<file path="src/rtl/seven_seg_scan.sv">
// seven_seg_scan: multiplexed N-digit 7-segment scan driver with PWM dimming, ghost blanking and frame-shadowed data
module seven_seg_scan #(
   parameter int NUM_DIGITS    = 4,
   parameter int SCAN_DIV_BITS = 16,
   parameter int BLANK_CYCLES  = 16,
   parameter int HEX_MODE      = 0
) (
   input  logic                    clk,
   input  logic                    rst_n,
   input  logic [4*NUM_DIGITS-1:0] bcd,
   input  logic [NUM_DIGITS-1:0]   dp_mask,
   input  logic                    lz_blank,
   input  logic [3:0]              brightness,
   output logic [7:0]              seg_cat,
   output logic [NUM_DIGITS-1:0]   seg_an,
   output logic                    frame_start
);
   localparam int S  = SCAN_DIV_BITS;
   localparam int DW = NUM_DIGITS > 1 ? $clog2(NUM_DIGITS) : 1;
   localparam logic [S-1:0]  BLANK = S'(BLANK_CYCLES);
   localparam logic [DW-1:0] LAST  = DW'(NUM_DIGITS - 1);
   logic [S-1:0]            p;
   logic [DW-1:0]           d;
   logic [4*NUM_DIGITS-1:0] sh_bcd;
   logic [NUM_DIGITS-1:0]   sh_dp;
   logic [NUM_DIGITS-1:0]   blank;
   logic                    zero;
   logic [3:0]              code;
   logic [6:0]              glyph;
   logic                    on;
   // slot prescaler, digit index, and shadow capture on the last cycle of a frame
   always_ff @(posedge clk) begin
      if (!rst_n) begin
         p      <= '0;
         d      <= '0;
         sh_bcd <= '0;
         sh_dp  <= '0;
      end else begin
         p <= p + 1'b1;
         if (&p) begin
            d <= (d == LAST) ? '0 : d + 1'b1;
            if (d == LAST) begin
               sh_bcd <= bcd;
               sh_dp  <= dp_mask;
            end
         end
      end
   end
   // a digit is blanked while every digit from it up to the top is zero; digit 0 always shows
   always_comb begin
      blank = '0;
      zero  = lz_blank;
      for (int i = NUM_DIGITS - 1; i >= 1; i--) begin
         zero     = zero && (sh_bcd[4*i +: 4] == 4'd0);
         blank[i] = zero;
      end
   end
   // glyph lookup for the digit being scanned, gfedcba active-high
   always_comb begin
      code = sh_bcd[4*d +: 4];
      on   = (p >= BLANK) && (p[S-1:S-4] <= brightness);
      case (code)
         4'd0:    glyph = 7'b0111111;
         4'd1:    glyph = 7'b0000110;
         4'd2:    glyph = 7'b1011011;
         4'd3:    glyph = 7'b1001111;
         4'd4:    glyph = 7'b1100110;
         4'd5:    glyph = 7'b1101101;
         4'd6:    glyph = 7'b1111101;
         4'd7:    glyph = 7'b0000111;
         4'd8:    glyph = 7'b1111111;
         4'd9:    glyph = 7'b1101111;
         4'hA:    glyph = HEX_MODE != 0 ? 7'b1110111 : 7'b1000000;
         4'hB:    glyph = HEX_MODE != 0 ? 7'b1111100 : 7'b1000000;
         4'hC:    glyph = HEX_MODE != 0 ? 7'b0111001 : 7'b1000000;
         4'hD:    glyph = HEX_MODE != 0 ? 7'b1011110 : 7'b1000000;
         4'hE:    glyph = HEX_MODE != 0 ? 7'b1111001 : 7'b1000000;
         default: glyph = HEX_MODE != 0 ? 7'b1110001 : 7'b1000000;
      endcase
   end
   // registered pin drive; anodes gated by ghost blanking and PWM, cathodes held all slot
   always_ff @(posedge clk) begin
      if (!rst_n) begin
         seg_an      <= '1;
         seg_cat     <= 8'hFF;
         frame_start <= 1'b0;
      end else begin
         seg_an      <= on ? ~(NUM_DIGITS'(1) << d) : '1;
         seg_cat     <= blank[d] ? 8'hFF : ~{sh_dp[d], glyph};
         frame_start <= (p == '0) && (d == '0);
      end
   end
endmodule

</file>
<file path="config.mk">
export PLATFORM = sky130hd
export DESIGN_NAME = seven_seg_scan
export DESIGN_NICKNAME = d
export VERILOG_FILES = /design/src/rtl/seven_seg_scan.sv
export SDC_FILE = /design/constraint.sdc
export NUM_CORES = 1
export LEC_CHECK = 0
export ABC_AREA = 1
export CAP_MARGIN = 30
export CORE_MARGIN = 2
export CORE_UTILIZATION = 53
export DETAILED_ROUTE_END_ITERATION = 10
export MAX_ROUTING_LAYER = met4
export PLACE_DENSITY = 0.75
export SYNTH_ARGS = -nofsm -noshare
export SYNTH_HDL_FRONTEND = slang
export SYNTH_SLANG_ARGS = --single-unit
export TNS_END_PERCENT = 50
</file>
<file path="constraint.sdc">
create_clock -name clk -period 2.6 [get_ports clk]
set_clock_uncertainty 0.15 [all_clocks]
set_input_delay 0.52 -clock clk [delete_from_list [all_inputs] [get_ports clk]]
set_output_delay 0.52 -clock clk [all_outputs]
set_load 0.1 [all_outputs]
</file>
==> results list, run 1 <==
* Global-route congestion overflow total: 0
- Syn nets: between 300 and 400
- The congestion estimate from routability-driven global placement came to 0.877.
* Share of power burned in registers: 0.580
- The core region is roughly 4700 um2.
- Net Sw Frac: 0.246
- Worst Path Arrival: 2100 ps
- Cell with the biggest individual delay on the critical path: dfxtp_1
* Synthesis Warnings: 0
* Max VDD drop: approximately 0.29 mV
* Summed instance area of the synthesized netlist: around 2500 um2
- The finished layout holds approximately 440 standard cells, fillers aside.
- Post-cts sizing count: 0
- Critical path capture point type: register
* Cell variety after synth: 23
- Terminating pin of the worst hold path: p[0]$_SDFF_PN0_
- TritonCTS Buffers: 5
- Dominant cell type by count on the critical path: nand3_1
* Top FF cell, synth: dfxtp_1
- In the global route stage, met3 resource usage came out at 0.0428.
- Share of the synthesized area in the top cell type: 0.406
* Setup slack of the most critical reg-to-reg path: around 530 ps
- Cells along the critical path: inv_1, a32oi_1, inv_1, ha_1, nand3_1, nand3_1, nand3_1
- Share of flip-flops with an asynchronous set or reset: 0
- Number of filler instances in the final layout: approximately 440
* Max clock buf depth: 2
- Share of final-layout standard cells stronger than drive strength 1: 0.0923
- Counting flops and latches in the post-synthesis netlist gives between 50 and 60.
- Across every metal layer, demand over resource in global routing totals 0.213.
* Post CTS Setup Buffer Count: 0
- The initial utilization of the core area, before any placement, comes to 0.540.
- In the synthesized netlist, the cells that appear most often are nand2_1, dfxtp_1, nand3_1.
* P_leak: ~1.2 nW
* Critical path fanouts, max: 12
* Number of core rows: 25
- Run status: finished clean
- CTS built an H-tree with a depth of 2.
* Startpoint of the most critical register-to-register path: d[1]$_SDFFE_PN0P_
- Final standard cell utilization of the core: 0.638
- Count of flip-flops with a built-in enable after synthesis: 0
- In this run the mean area of a mapped cell was approximately 7.2 um2.
- The number of antenna violations at the first check in global routing came to 0.
- Vias per std cell: a little over 5
- Min-delay src: p[0]$_SDFF_PN0_
- Count of nets after finishing: between 400 and 500
* Class of the tightest hold or removal check: reg -> reg
* Number of cells after detailed placement: roughly 440
- In this run the worst setup path begins at d[1]$_SDFFE_PN0P_.
- Pin count of the biggest net entering global routing: 24
- Post-detailed-route count of antenna-violating nets: 0
- The root buffer cell chosen for the clock tree is clkbuf_8.
- Buf+Inv Stages, Crit Path: 2
- Post-synth top area cell: dfxtp_1
* Max incr delay on CP: roughly 550 ps
- RSZ-0062 raised after global routing: no
- After detailed routing, the number of remaining DRC violations is 0.
* Min-Delay Path Depth: 1
- In this run the tool buffered the top-level ports with 39 buffer cells.
- Critical setup path kind: reg -> reg
- Yosys attributes the largest share of cell area to dfxtp_1, nand2_1, nand3_1.
* Reg2Reg Capture Point: seg_cat[3]$_SDFF_PP1_
* Internal Dissipation: about 1.0 mW
- Overall die area: approximately 5300 um2
- At the pin with the least slew margin, the transition time is 530 ps.
- In the post-synthesis netlist, the cell with the most instances is nand2_1.
- Worst reg-to-reg path cell count: 7
- Post-CTS Hold Buffers: 0
- Reg clk slew, reported paths: ~90 ps
* Share of the yosys chip area belonging to registers: 0.406
- Of the total power, the clock network draws 0.322.
- Chip height: 72.9 um
- 0 antenna diodes ended up in the layout.
* Startpoint kind of the worst setup timing path: register
- Net switching power: about 0.34 mW
- The die is about 73 um wide.
- The final hold violation count is 0.
* Fraction of met2 tracks used by global routing: 0.312
- The detailed router finished its first iteration with 135 violations.
* Tightest slew margin relative to the limit: 0.646
- The wire-length estimate of the detail-placed layout is between 3 and 4 mm.
- The cell family contributing the most delay on the critical path is flip-flops.
- Met1 track demand over resource: 0.294
- Worst Path Required: approximately 2600 ps
- Wire per inst: 11.7 um
- TNS Setup: 0 ps
* Share of the clock period used by the worst path: 0.798
- Layer with the highest usage: met2
- The final route contains approximately 2,200 vias.
- For this run, the top clock speed supported by timing is 482 MHz.
- In the synthesized netlist, the number of instances is between 300 and 400.
- Setup violations remaining at the end of the flow were counted as 0.
- Via count of the first global-routing pass: ~2,000
* Power Total: approximately 1.4 mW
- From synthesis to final layout, the design area changed by 18.2%.
- For this design, the sink count on the clock tree is 51.
- Number of top-level pins: 40
- CTS tree: built
- Total iterations of the first detailed-routing run: 4
- Share of power burned in combinational logic: 0.098
- Pins over their slew limit: 0
- Min Tclk post-route: 2070 ps
* Global-route wire length before repair: 8.67 mm
* Number of max-cap violations: 0
- Pwr per Cell Area: 461 nW/um2
* Final routed wirelength across all metal layers: about 5.2 mm
- At the later pin of the worst-skew pair, clock insertion delay measures 300 ps.
- Post-route worst hold slack: approximately 320 ps
-- sequential cells by signal, indices dropped and copies added, names as in the netlist --
name / cells
p: 16
sh_bcd: 16
seg_cat: 8
seg_an: 4
sh_dp: 4
d: 2
frame_start: 1
-- cell type report --
cell class	count	area [um2]	area share
well taps	54	67.6	0.0227
flip-flops and latches	51	1020	0.343
repair buffers	44	395	0.133
multi-input cells	253	1280	0.431
clock buffers	7	76.3	0.0257
inverters	34	128	0.0429
clock inverters	1	5.00	0.00168
-- worst max path at each step --
| stage | slack [ps] | cells past startpoint | to |
|---|---|---|---|
| 6_report | 530 | 7 | seg_cat[3]$_SDFF_PP1_ |
| 5_1_grt | 340 | 7 | seg_cat[3]$_SDFF_PP1_ |
| 4_1_cts | 530 | 7 | seg_cat[3]$_SDFF_PP1_ |
| 3_5_place_dp | 450 | 7 | seg_an[2]$_SDFF_PN1_ |
| 3_3_place_gp | 540 | 7 | seg_an[3]$_SDFF_PN1_ |
| 2_1_floorplan | 710 | 9 | seg_cat[3]$_SDFF_PP1_ |
-- layer usage --
metal,wire length (um),vias up
met5,0,-
met1,2790,988
met4,73,0
li1,-,1209
met2,2130,46
met3,186,6
-- logic make-up after synthesis --
group | share of synthesized area
and+or+nand+nor | 0.333
DFF | 0.406
buffers and inverters | 0.0845
AOI/OAI and AO/OA | 0.0915
adders and majority gates | 0.0746
xor gates and xnor gates | 0.0104
-- placed cells by master, fill, tap and decap left out, types with 4 or more instances in the layout --
cell / n
clkdlybuf4s50_1: 26
ha_1: 15
dfxtp_1: 51
inv_1: 33
o21ai_0: 11
nand3_1: 42
nand2_2: 4
nor2_2: 4
nor2_1: 35
buf_4: 18
nand2_1: 88
a21oi_1: 32
nand4_1: 10
clkbuf_8: 5
-- stage by stage --
stage / setup WS, ps / area (um2)
floorplan: 712 / 2520
global placement: 545 / 2890
detailed placement: 447 / 2890
CTS: 529 / 2980
global route: 337 / 2980
finish: 526 / 2980
-- power by group through the flow --
stage	clock network [mW]	logic, mW	registers, mW
final	0.441	0.135	0.796
after CTS	0.451	0.136	0.796
after detailed placement	0	0.135	0.815
after global placement	0	0.134	0.814
after global routing	0.474	0.145	0.798
after floorplan	0	0.0275	0.863
No activity file was read; power rests on OpenSTA's default activity.
==> run 2: changes to the inputs <==
--- a/config.mk
+++ b/config.mk
@@ -8,10 +8,10 @@
 export ABC_AREA = 1
 export CAP_MARGIN = 30
 export CORE_MARGIN = 2
-export CORE_UTILIZATION = 53
+export CORE_UTILIZATION = 48
 export DETAILED_ROUTE_END_ITERATION = 10
 export MAX_ROUTING_LAYER = met4
-export PLACE_DENSITY = 0.75
+export PLACE_DENSITY = 0.72
 export SYNTH_ARGS = -nofsm -noshare
 export SYNTH_HDL_FRONTEND = slang
 export SYNTH_SLANG_ARGS = --single-unit
==> constraint.sdc (replaced) <==
create_clock -name clk -period 1.9 [get_ports clk]
set_clock_uncertainty 0.15 [all_clocks]
set_input_delay 0.38 -clock clk [delete_from_list [all_inputs] [get_ports clk]]
set_output_delay 0.38 -clock clk [all_outputs]
set_load 0.1 [all_outputs]
==> run 2 against run 1 <==
Against the previous run: critical path type unchanged; via count rose by 3.9%; largest cell class unchanged; non-clock buffer count up 11; clock power rose by 100%; register-to-register slack worse by 350 ps.
==> results list, run 2 (same netlist as run 1, synthesis figures left out) <==
* Run status: finished clean
- Global-route wire length before repair: 9.20 mm (+6.2%)
- Starting Density: 0.496 (-0.0441)
* Ant. Diodes: 0 (unchanged)
- Global-route congestion overflow total: 0 (unchanged)
- Tightest slew margin relative to the limit: 0.797 (+0.151)
- Wire per inst: 11.6 um (-0.96%)
- Worst Path Arrival: 1760 ps (-340 ps)
* Number of core rows: 26 (+4.0%)
- Commonest cells after routing, fill and taps aside: nand2_1, dfxtp_1, nand3_1
- Placed Area: 3170 um2 (+9.6%)
* Chip height: 76.4 um (+4.8%)
* Startpoint kind of the worst setup timing path: register
- The number of antenna-violating nets in the routed design was 0 (unchanged).
- Count of final hold-check violations: 0 (unchanged)
- The total count of max-transition violations in the final report is 0 (unchanged).
* Via total after detailed routing: 2,336 (+3.9%)
* Vias per std cell: 4.96 (-2.1%)
- Critical path fanouts, max: 11 (-1)
- The count of H-tree levels built during CTS was 2 (unchanged).
* Final routed wirelength across all metal layers: 5.44 mm (+5.1%)
* Number of max-cap violations: 0 (unchanged)
* Count of nets after finishing: 442 (+2.6%)
- Post-route cell area: 3310 um2 (+11%)
- Placed wire-length estimate: 4.06 mm (+7.4%)
- The data required time at the worst endpoint is 1930 ps (-700 ps).
* Share of the clock period used by the worst path: 0.909 (+0.111)
* Initial antenna violation count: 0 (unchanged)
* Critical path capture point type: register
* Overall die area: 5840 um2 (+9.8%)
- The path class of the tightest hold or removal check is reg -> reg.
- The TritonCTS buffer count came to 5 (unchanged).
- The area of the core is 5070 um2 (+8.9%).
* Critical setup path kind: reg -> reg
* Die span in x: 76.4 um (+4.8%)
- P&R area growth vs syn: 31.7%
- The highest clock frequency the design can meet was 579 MHz (+20%).
- The number of iterations in the first detailed-routing pass came to 4 (unchanged).
- The post-CTS clock slew at the launch and capture registers of the worst setup and hold paths came to 90 ps (about the same).
* Number of top-level pins: 40 (unchanged)
- Post-route worst hold slack: 319 ps (-0.311 ps)
* Final Wtd Congestion: 0.869 (-0.99%)
* Largest registers ranked by flip-flop count: p x16, sh_bcd x16, seg_cat x8
- Post CTS Setup Buffer Count: 0 (unchanged)
- The final critical-path required period is 1730 ps (-347 ps).
* Source-to-sink clock delay at the later pin of the worst-skew pair: 310 ps (about the same)
- Pwr per Cell Area: 660 nW/um2 (+43%)
- The number of buffers inserted by port buffering was 39 (unchanged).
* CTS tree: built
- P_leak: 1.36 nW (+12%)
- The clock net sink count was 51 (unchanged).
- The largest vdd supply drop is 0.382 mV (+30%).
- Worst-margin pin slew: 304 ps (-226 ps)
- RSZ-0062 raised after global routing: no
- In this run the clock root is driven by a clkbuf_8.
* First DRT Iteration DRCs: 108 (-20%)
* Share of final-layout standard cells stronger than drive strength 1: 0.125 (+0.0324)
* Number of design rule violations left after detail routing: 0 (unchanged)
- Global Route Usage Sum: 0.197 (-0.0164)
* Commonest non-fill, non-tap cell in the layout: nand2_1
- The final setup violation count came to 0 (unchanged).
* Pin count of the biggest net entering global routing: 24 (unchanged)
- Max clock buf depth: 2 (unchanged)
* Via count of the first global-routing pass: 2,075 (+5.5%)
-- run 2: final timing paths --
| path | depth (start not counted) | end | slack (ps) | start |
|---|---|---|---|---|
| setup / recovery | 8 | seg_cat[2]$_SDFF_PP1_ | 170 | d[0]$_SDFFE_PN0P_ |
| hold / removal | 1 | p[0]$_SDFF_PN0_ | 320 | p[0]$_SDFF_PN0_ |
| setup reg to reg | 8 | seg_cat[2]$_SDFF_PP1_ | 170 | d[0]$_SDFFE_PN0P_ |
| hold reg to reg | 1 | p[0]$_SDFF_PN0_ | 320 | p[0]$_SDFF_PN0_ |
-- run 2: timing repair --
action,4_1_cts,5_1_grt
gates resized for setup,0,2
hold endpoints to repair,0,0
hold buffers,0,0
endpoints found under the setup margin,0,7
-- run 2: layout make-up --
type,count,area [um2]
fillers,432,1760
multi-input cells,253,1290
flip-flops and latches,51,1020
repair buffers,55,653
inverters,34,128
well taps,70,87.6
clock buffers,6,72.6
clock inverters,2,60.1
-- run 2: per-layer routing --
| metal | global-route usage | wire (um) |
|---|---|---|
| met1 | 0.251 | 2640 |
| met2 | 0.307 | 2480 |
| met3 | 0.0474 | 247 |
| met4 | 0.0691 | 74 |
| met5 | - | 0 |
-- run 2: metrics by stage --
step | power, mW | worst slack (ps) | std cells | util | setup TNS (ps)
after floorplan | 1.22 | 12.4 | 351 | - | 0
after global placement | 1.33 | -17.7 | 463 | 0.625 | -65.1
after detailed placement | 1.33 | -105 | 463 | 0.625 | -382
after CTS | 2.20 | 46.5 | 471 | 0.651 | 0
after global routing | 2.25 | 38.5 | 471 | 0.653 | 0
final | 2.19 | 173 | 471 | 0.653 | 0
-- run 2: power breakdown --
group,internal [mW],switching (mW),total (mW)
Clock,0.526,0.359,0.885
Combinational,0.0986,0.110,0.209
Sequential,1.08,0.0120,1.09
-- run 2: worst max-delay path, stage by stage (launching register included) --
cell	delay, ps
dfxtp_2	450
inv_2	100
buf_4	160
nand2_1	70
nand3_1	160
nand2_1	190
nand2_1	80
nand2_1	140
nand3_1	100
==> RTL edit (flow settings as in run 1) <==
Add an input register stage for `bcd`, `dp_mask`, `lz_blank` and `brightness`, cleared by the reset; this delays them by one clock.
--- a/src/rtl/seven_seg_scan.sv
+++ b/src/rtl/seven_seg_scan.sv
@@ -21,2 +21,22 @@
    localparam logic [DW-1:0] LAST  = DW'(NUM_DIGITS - 1);
+
+   logic [4*NUM_DIGITS-1:0] bcd_q;
+   logic [NUM_DIGITS-1:0] dp_mask_q;
+   logic lz_blank_q;
+   logic [3:0] brightness_q;
+
+   always_ff @(posedge clk) begin
+      if (!rst_n) begin
+         bcd_q        <= '0;
+         dp_mask_q    <= '0;
+         lz_blank_q   <= '0;
+         brightness_q <= '0;
+      end else begin
+         bcd_q        <= bcd;
+         dp_mask_q    <= dp_mask;
+         lz_blank_q   <= lz_blank;
+         brightness_q <= brightness;
+      end
+   end
+
    logic [S-1:0]            p;
@@ -42,4 +62,4 @@
             if (d == LAST) begin
-               sh_bcd <= bcd;
-               sh_dp  <= dp_mask;
+               sh_bcd <= bcd_q;
+               sh_dp  <= dp_mask_q;
             end
@@ -51,3 +71,3 @@
       blank = '0;
-      zero  = lz_blank;
+      zero  = lz_blank_q;
       for (int i = NUM_DIGITS - 1; i >= 1; i--) begin
@@ -60,3 +80,3 @@
       code = sh_bcd[4*d +: 4];
-      on   = (p >= BLANK) && (p[S-1:S-4] <= brightness);
+      on   = (p >= BLANK) && (p[S-1:S-4] <= brightness_q);
       case (code)
Formal check against the unedited RTL: same outputs for any inputs over 10 cycles, from zero or initial values and one cycle with rst_n low; that may be too few to reach the edited logic, so the function may still have changed.
==> RTL edit against run 1 <==
Sequential cell count up 25. Design area up 29%. Largest cell class is now sequential cells. Worst setup slack got worse by 0.062 ns. Total power grew 78%. Area after synthesis is 28% higher. Maximum frequency is 2.9% lower. Highest routed layer unchanged. Hold slack barely moved. Via count up 17%. Wire length grew 17%.
==> RTL edit: results <==
set metrics [dict create \
    synth_nets 471 \
    placed_cells_incl_taps 531 \
    maxSlewHeadroom_pct 62.7 \
    static-leakage-power_nw 1.73 \
    number_of_enable_type_register_cells_in_the_synthesized_netlist 0 \
    maximum_number_of_pins_on_one_net_before_global_route_repair 40 \
    antenna_found_initial 0 \
    detail_route.iter0.violations 164 \
    drt_pass1_iterations 4 \
    post_layout_instance_count_excluding_filler_cells 547 \
    status "complete, no violations" \
    wl_met1_um 3010 \
    clk_lat_worst_skew_ns 0.35 \
    yosysWarningCount 0 \
    ctsHtreeMaxLevel 3 \
    holdCritPathClass "register to register" \
    grt_pass1_wl_um 10400 \
    num_vias 2639 \
    synthDistinctLibCells 23 \
    ys_top_cells_by_area "sky130_fd_sc_hd__dfxtp_1, sky130_fd_sc_hd__nand2_1, sky130_fd_sc_hd__inv_1" \
    met2RoutedLength_um 2690 \
    drive_gt1_share_pct 9.32 \
    net_count_of_the_finished_layout 509 \
    irDropWorstVdd_uv 444 \
    synth.yosys.seq_area_share_pct 47.4 \
    cp_slowest_stage_delay_ns 0.68 \
    hpwl_um 4280 \
    cts_inserted_buffers 9 \
    rd_place_congestion 0.894 \
    crit_slowest_cell "sky130_fd_sc_hd__dfxtp_1" \
    netlist_instances 429 \
    grt.total_usage_pct 20.9 \
    number_of_global_route_vias_before_repair 2434 \
    synthTopCellsByCount "sky130_fd_sc_hd__nand2_1, sky130_fd_sc_hd__dfxtp_1, sky130_fd_sc_hd__inv_1" \
    async_flop_share_pct 0 \
    wl_per_cell_um 11.1 \
    top_regs "bcd_q: 16 flops, p: 16 flops, sh_bcd: 16 flops" \
    post-cts-setup-buffer-count 0 \
    maximum_fanout_count_along_the_critical_path 18 \
    met3WireLength_um 249 \
]
-- RTL edit: cell count changes after synthesis, sizes merged --
cell,change
inv,+25
dfxtp,+25
clkbuf,+3
nand2,+25
-- RTL edit: area by class of cell --
type	count	area (um2)
repair buffers	43	388
flip-flops and latches	76	1520
inverters	59	221
clock inverters	7	124
multi-input cells	278	1370
clock buffers	9	124
fillers	527	2040
well taps	75	93.8
-- RTL edit: per-layer routing --
layer  up-vias  global-route usage, %
li1       1421                      -
met1      1149                   26.4
met2        58                   31.4
met3        11                   5.71
met4         0                   9.33
met5         -                      -
-- RTL edit: worst register-to-register path, cell delays in order (launching register included) --
cell	delay, ns
sky130_fd_sc_hd__dfxtp_1	0.68
sky130_fd_sc_hd__inv_2	0.21
sky130_fd_sc_hd__nand2_1	0.12
sky130_fd_sc_hd__nand2_1	0.06
sky130_fd_sc_hd__nand2_1	0.06
sky130_fd_sc_hd__o21ai_0	0.16
sky130_fd_sc_hd__ha_1	0.24
sky130_fd_sc_hd__nand3b_1	0.16
sky130_fd_sc_hd__nand3_1	0.10
sky130_fd_sc_hd__nand3_1	0.07
-- RTL edit: path summary, 6_finish.rpt --
kind | startpoint | end | slack (ns) | cells after the start
worst max-delay path | d[0] | seg_cat[5] | 0.46 | 9
worst min-delay path | sh_bcd[1] | sh_bcd[1] | 0.32 | 2
worst max register to register | d[0] | seg_cat[5] | 0.46 | 9
worst min register to register | sh_bcd[1] | sh_bcd[1] | 0.32 | 2
-- RTL edit: report_power, final --
group | total [mW] | internal [mW] | switching, mW | leakage [nW]
clock | 1.09 | 0.643 | 0.442 | 0.120
combinational | 0.157 | 0.0615 | 0.0958 | 0.984
sequential | 1.21 | 1.19 | 0.0119 | 0.622
total | 2.45 | 1.90 | 0.550 | 1.73
-- RTL edit: per-stage QoR --
stage	total power [mW]	utilization [%]	cell area (um2)	setup WS, ns
3_3_place_gp	1.39	61.1	3600	0.598
6_report	2.45	65.3	3850	0.464
4_1_cts	2.47	65.3	3850	0.479
2_1_floorplan	1.33	-	3210	0.715
5_1_grt	2.53	65.3	3850	0.177
3_5_place_dp	1.39	61.1	3600	0.518
-- RTL edit: logic make-up (layout without fill, tap and decap cells) --
family	count (synthesis)	after routing	synth area share [%]
adders and majority gates	15	15	5.84
xor gates and xnor gates	3	3	0.818
AOI/OAI and AO/OA	45	45	7.17
and+or+nand+nor	215	215	28.9
DFF	76	76	47.4
buffers and inverters	75	118	9.89
